**src/rtl/reg100_pkg.sv**
```systemverilog
// reg100_pkg: shared widths, FSM state and beat-index types for the 100-bit reader
package reg100_pkg;
  localparam int WIDTH = 100;
  localparam int BEAT = 32;
  localparam int NBEATS = (WIDTH + BEAT - 1) / BEAT;
  typedef enum logic {IDLE, SEND} state_t;
  typedef logic [1:0] idx_t;
endpackage

```
**src/rtl/reg_100_reader_if.sv**
```systemverilog
// reg_100_reader_if: load/stream signals of the 100-bit reader
// master = producer/consumer side (drives load, in, out_ready); slave = reader side.
// REG100_RD_PARITY_EN adds out_parity.
interface reg_100_reader_if;
  import reg100_pkg::*;
  logic load;
  logic [WIDTH-1:0] in;
  logic busy;
  logic [BEAT-1:0] out_data;
  logic out_valid;
  logic out_ready;
  idx_t out_idx;
  logic out_last;
  logic done;
`ifdef REG100_RD_PARITY_EN
  logic out_parity;
  modport master(output load, in, out_ready, input busy, out_data, out_valid, out_idx, out_last, done, out_parity);
  modport slave(input load, in, out_ready, output busy, out_data, out_valid, out_idx, out_last, done, out_parity);
`else
  modport master(output load, in, out_ready, input busy, out_data, out_valid, out_idx, out_last, done);
  modport slave(input load, in, out_ready, output busy, out_data, out_valid, out_idx, out_last, done);
`endif
endinterface

```
**src/rtl/reg_100_beat_sel.sv**
```systemverilog
// reg_100_beat_sel: picks 32-bit beat idx of the held word, zero-padding the top beat
// hold: held word, idx: beat index, beat: selected slice, parity (REG100_RD_PARITY_EN): ^beat
module reg_100_beat_sel
  import reg100_pkg::*;
(
  input  logic [WIDTH-1:0] hold,
  input  idx_t             idx,
`ifdef REG100_RD_PARITY_EN
  output logic             parity,
`endif
  output logic [BEAT-1:0]  beat
);
  logic [NBEATS*BEAT-1:0] padded;
  assign padded = {{(NBEATS*BEAT-WIDTH){1'b0}}, hold};
  assign beat = padded[{idx, 5'd0} +: BEAT];
`ifdef REG100_RD_PARITY_EN
  assign parity = ^beat;
`endif
endmodule

```
**src/rtl/reg_100_reader.sv**
```systemverilog
// reg_100_reader: snapshots a 100-bit word on load and streams it LSB-first as 4 x 32-bit beats
// clk, reset (sync, active-high); bus: reg_100_reader_if.slave (load/in, busy, out_* stream, done)
// REG100_RD_PARITY_EN adds out_parity = ^out_data.
module reg_100_reader
  import reg100_pkg::*;
(
  input logic             clk,
  input logic             reset,
  reg_100_reader_if.slave bus
);
  state_t state, state_nx;
  logic [WIDTH-1:0] hold;
  idx_t idx;
  logic send, last, xfer, done_q;
  logic [BEAT-1:0] beat;
  assign send = state == SEND;
  assign last = idx == idx_t'(NBEATS - 1);
  assign xfer = send & bus.out_ready;
  always_comb begin
    state_nx = state;
    if (state == IDLE && bus.load) state_nx = SEND;
    else if (xfer && last) state_nx = IDLE;
  end
  always_ff @(posedge clk) state <= reset ? IDLE : state_nx;
  always_ff @(posedge clk) begin
    if (reset) begin
      hold <= '0;
      idx <= '0;
      done_q <= 1'b0;
    end else begin
      done_q <= xfer & last;
      if (state == IDLE && bus.load) begin
        hold <= bus.in;
        idx <= '0;
      end else if (xfer) idx <= idx + 2'd1;
    end
  end
`ifdef REG100_RD_PARITY_EN
  logic parity;
  reg_100_beat_sel u_sel(.hold(hold), .idx(idx), .parity(parity), .beat(beat));
  assign bus.out_parity = send & parity;
`else
  reg_100_beat_sel u_sel(.hold(hold), .idx(idx), .beat(beat));
`endif
  assign bus.busy = send;
  assign bus.out_valid = send;
  assign bus.out_idx = idx;
  assign bus.out_last = send & last;
  assign bus.done = done_q;
  assign bus.out_data = send ? beat : '0;
endmodule
```
**src/flat_wrapper.sv**
```systemverilog
// flat-port wrapper written by rule: the top's interface ports become plain ports
module reg_100_reader_flat import reg100_pkg::*;
  (clk, reset, bus_load, bus_in, bus_out_ready, bus_busy, bus_out_data, bus_out_valid, bus_out_idx, bus_out_last, bus_done);
  reg_100_reader_if bus_i ();
  input logic clk;
  input logic reset;
  input wire logic [$bits(bus_i.load)-1:0] bus_load;
  input wire logic [$bits(bus_i.in)-1:0] bus_in;
  input wire logic [$bits(bus_i.out_ready)-1:0] bus_out_ready;
  output wire logic [$bits(bus_i.busy)-1:0] bus_busy;
  output wire logic [$bits(bus_i.out_data)-1:0] bus_out_data;
  output wire logic [$bits(bus_i.out_valid)-1:0] bus_out_valid;
  output wire logic [$bits(bus_i.out_idx)-1:0] bus_out_idx;
  output wire logic [$bits(bus_i.out_last)-1:0] bus_out_last;
  output wire logic [$bits(bus_i.done)-1:0] bus_done;
  assign bus_i.load = bus_load;
  assign bus_i.in = bus_in;
  assign bus_i.out_ready = bus_out_ready;
  assign bus_busy = bus_i.busy;
  assign bus_out_data = bus_i.out_data;
  assign bus_out_valid = bus_i.out_valid;
  assign bus_out_idx = bus_i.out_idx;
  assign bus_out_last = bus_i.out_last;
  assign bus_done = bus_i.done;
  reg_100_reader u_core (.clk(clk), .reset(reset), .bus(bus_i));
endmodule
```
**config.mk**
```make
export PLATFORM = sky130hd
export DESIGN_NAME = reg_100_reader_flat
export DESIGN_NICKNAME = d
export VERILOG_FILES = /design/src/rtl/reg100_pkg.sv /design/src/rtl/reg_100_reader_if.sv /design/src/rtl/reg_100_beat_sel.sv /design/src/rtl/reg_100_reader.sv /design/src/flat_wrapper.sv
export SDC_FILE = /design/constraint.sdc
export NUM_CORES = 1
export LEC_CHECK = 0
export CAP_MARGIN = 15
export CORE_MARGIN = 2
export CORE_UTILIZATION = 46
export CTS_BUF_LIST = sky130_fd_sc_hd__clkbuf_8 sky130_fd_sc_hd__clkbuf_16
export CTS_CLUSTER_DIAMETER = 40
export DETAILED_ROUTE_END_ITERATION = 8
export MAX_ROUTING_LAYER = met4
export PLACE_DENSITY = 0.8
export SLEW_MARGIN = 20
export SYNTH_ARGS = -nofsm -noshare
export SYNTH_HDL_FRONTEND = slang
export SYNTH_SLANG_ARGS = --single-unit
```
**constraint.sdc**
```tcl
create_clock -name clk -period 1.5 [get_ports clk]
set_input_delay 0.15 -clock clk [delete_from_list [all_inputs] [get_ports clk]]
set_output_delay 0.15 -clock clk [all_outputs]
set_load 0.02 [all_outputs]
```
==> insert_results.sql <==
INSERT INTO impl_metrics (metric_group, metric, value, unit) VALUES
('grt', 'largest_net_degree_at_the_start_of_global_routing', '52', ''),
('critical_path', 'r2r_end', 'u_core.hold[33]', ''),
('grt', 'initial_antenna_violation_count', '0', ''),
('yosys', 'share_of_async_settable_or_async_resettable_flops_after_synthesis', '0', ''),
('critical_path', 'setup.worst_path.start', 'u_core.bus.out_idx[0]', ''),
('critical_path', 'worst-path-max-fanout', '7', ''),
('yosys', 'mappedNetlistArea', '0.00445', 'mm^2'),
('critical_path', 'worst_setup_path_start_kind', 'flip-flop', ''),
('floorplan', 'die_extent_in_y', '102', 'um'),
('cts', 'cts.clk_slew.worst_paths', '100', 'ps'),
('floorplan', 'full_die_area', '0.0105', 'mm^2'),
('finish', 'post_route_cells_drive_above_1_share', '0.159', ''),
('sta', 'finalMaxSlewViolations', '0', ''),
('outcome', 'result_of_the_run', 'complete, but fails checks', ''),
('place', 'hpwlAfterDp', '8480', 'um'),
('routing', 'firstDrtPassIters', '4', ''),
('sta', 'max_slew.worst_pin.slew', '419', 'ps'),
('routing', 'antenna_violating_nets_post_route', '0', ''),
('finish', 'mostFrequentLayoutCells', '228 x sky130_fd_sc_hd__nand2_1, 103 x sky130_fd_sc_hd__a21oi_1, 103 x sky130_fd_sc_hd__clkdlybuf4s50_1', ''),
('cts', 'holdBufCountCts', '0', ''),
('critical_path', 'endpoint_kind', 'output pin', ''),
('grt', 'grt_pass1_vias', '4169', ''),
('outcome', 'failed_checks', 'setup timing', ''),
('routing', 'postRouteWirelength', '13200', 'um'),
('yosys', 'synth_edf_count', '0', ''),
('sta', 'final_hold_viol_count', '0', ''),
('yosys', 'count_of_cell_types_in_the_netlist', '20', ''),
('yosys', 'ys_top_cells_by_area', 'sky130_fd_sc_hd__dfxtp_1 47%, sky130_fd_sc_hd__nand2_1 19%, sky130_fd_sc_hd__a21oi_1 12%', ''),
('grt', 'grt_first_pass_wirelength', '18800', 'um'),
('floorplan', 'die_width', '102', 'um'),
('yosys', 'mappedNetlistNets', '676', ''),
('cts', 'cts.htree.levels', '3', ''),
('yosys', 'netlist_instances', '571', ''),
('finish', 'diodes', '0', ''),
('grt', 'global_route.usage.total', '0.233', ''),
('place', 'io_buffer_count', '141', ''),
('place', 'place.gp.congestion', '0.867', ''),
('floorplan', 'boundaryPins', '142', ''),
('critical_path', 'regToRegSetupSlack', '80', 'ps'),
('power_and_ir_drop', 'power.leakage', '2.48', 'nW'),
('power_and_ir_drop', 'power_density_over_the_cells', '926', 'mW/mm^2'),
('sta', 'final.hold.worst_slack', '235', 'ps'),
('yosys', 'yosys_warnings', '0', ''),
('min_path', 'hp-class', 'in2reg', ''),
('cts', 'clock_tree_from_tritoncts', 'yes', ''),
('floorplan', 'initial_utilization', '0.477', ''),
('power_and_ir_drop', 'power', '0.00608', 'W'),
('power_and_ir_drop', 'ir_drop', '0.555', 'mV'),
('sta', 'finalClockSkew', '14.2', 'ps'),
('critical_path', 'worstReg2RegStart', 'u_core.bus.busy', ''),
('finish', 'layout.nets', '823', ''),
('routing', 'post_drt_via_cell_ratio', '5.20', ''),
('critical_path', 'crit_end', 'bus_out_data[29]', ''),
('cts', 'clock_tree.root_cell', 'sky130_fd_sc_hd__clkbuf_8', ''),
('sta', 'min_period_over_period', '1.15', ''),
('cts', 'worstSkewPairLatency', '350', 'ps'),
('routing', 'drc_violations_left', '0', ''),
('finish', 'fillerInstances', '768', ''),
('sta', 'rsz0062_at_grt', 'yes', ''),
('finish', 'most_frequent_standard_cell_in_the_layout_excluding_fill_and_tap_cells', 'sky130_fd_sc_hd__nand2_1', ''),
('sta', 'setup_viol_count_final', '33', ''),
('cts', 'cts_sinks', '104', ''),
('sta', 'setup_slack', '-228', 'ps'),
('yosys', 'yosys.area.top_type', 'sky130_fd_sc_hd__dfxtp_1', ''),
('grt', 'grt_remaining_overflow', '0', ''),
('floorplan', 'design.core.area', '0.00933', 'mm^2'),
('sta', 'max_slew_margin', '0.721', ''),
('routing', 'wl_per_cell', '15.5', 'um'),
('routing', 'initialDrtViolationCount', '162', ''),
('yosys', 'post_synth.cell_area_avg', '7.79', 'um^2'),
('floorplan', 'core.rowCount', '35', '');
==> cells in the mapped netlist (2+ instances only) <==
master,number
sky130_fd_sc_hd__a211oi_1,2
sky130_fd_sc_hd__a21oi_1,103
sky130_fd_sc_hd__and2_1,3
sky130_fd_sc_hd__buf_2,26
sky130_fd_sc_hd__buf_4,3
sky130_fd_sc_hd__buf_6,11
sky130_fd_sc_hd__clkbuf_1,11
sky130_fd_sc_hd__dfxtp_1,104
sky130_fd_sc_hd__mux2i_1,37
sky130_fd_sc_hd__nand2_1,228
sky130_fd_sc_hd__nand2b_1,3
sky130_fd_sc_hd__nand3b_1,2
sky130_fd_sc_hd__o21ai_0,2
sky130_fd_sc_hd__o22ai_1,30
==> flip-flops by register name, summed over array words and instances (netlist names) <==
name                count
u_core.hold           100
u_core.bus.out_idx      2
u_core.bus.busy         1
u_core.bus.done         1
==> per-layer routing <==
metal,vias up,GRT usage,share of wire
met1,2078,0.287,0.43
met3,20,0.0280,0.050
met5,-,-,0
met2,149,0.390,0.50
li1,2186,-,-
met4,0,0.0954,0.021
==> logic make-up after synthesis <==
group / synth area share
adders and majority gates: 0.00281
AOI/OAI and AO/OA: 0.164
DFF: 0.468
and+or+nand+nor: 0.208
xor gates and xnor gates: 0.00197
muxes: 0.0832
buffers and inverters: 0.0723
==> where the power goes <==
| group | internal (W) | switching, W | total, W |
|---|---|---|---|
| Clock | 0.000810 | 0.000911 | 0.00172 |
| Combinational | 0.000709 | 0.000619 | 0.00133 |
| Sequential | 0.00293 | 0.000105 | 0.00303 |
| Total | 0.00445 | 0.00164 | 0.00608 |
==> how the worst min path moves through the flow <==
stage / startpoint / end / slack [ps] / depth (start not counted)
global placement: u_core.hold[30] / u_core.hold[30] / 440 / 2
global route: reset / u_core.hold[96] / 240 / 2
finish: reset / u_core.hold[67] / 230 / 2
detailed placement: u_core.hold[76] / u_core.hold[76] / 450 / 2
CTS: reset / u_core.hold[67] / 220 / 2
floorplan: bus_in[0] / u_core.hold[0] / 290 / 2
==> area by class of cell <==
| class | count | area, um^2 | share of cell area |
|---|---|---|---|
| repair buffers | 187 | 1940 | 0.296 |
| flip-flops and latches | 104 | 2090 | 0.318 |
| multi-input cells | 415 | 2170 | 0.331 |
| clock buffers | 10 | 138 | 0.0210 |
| well taps | 129 | 161 | 0.0246 |
| clock inverters | 6 | 61.3 | 0.00933 |
| inverters | 1 | 3.75 | 0.000571 |
==> critical path, cell delays in order, from the launching register on <==
cell,delay [ps]
sky130_fd_sc_hd__dfxtp_4,420
sky130_fd_sc_hd__buf_12,120
sky130_fd_sc_hd__buf_8,120
sky130_fd_sc_hd__buf_6,100
sky130_fd_sc_hd__mux2i_2,220
sky130_fd_sc_hd__o22ai_2,110
sky130_fd_sc_hd__buf_6,140
==> metrics by stage <==
| stage | utilization | area, um^2 | cells | setup WS (ps) | setup TNS, ps |
|---|---|---|---|---|---|
| CTS | 0.677 | 6320 | 840 | -250 | -5780 |
| global route | 0.704 | 6570 | 852 | -290 | -5540 |
| finish | 0.704 | 6570 | 852 | -228 | -3940 |
| floorplan | - | 4460 | 571 | -9.94 | -194 |
| detailed placement | 0.647 | 6030 | 817 | -216 | -5710 |
| global placement | 0.647 | 6030 | 817 | -213 | -4600 |
==> what timing repair did <==
action                     CTS  global route
setup endpoints to repair   48            38
cloned                       1             4
setup buffers                6             8
gates resized for setup    164            45
pin swaps                    3             7
(Power assumes the default switching activity.)
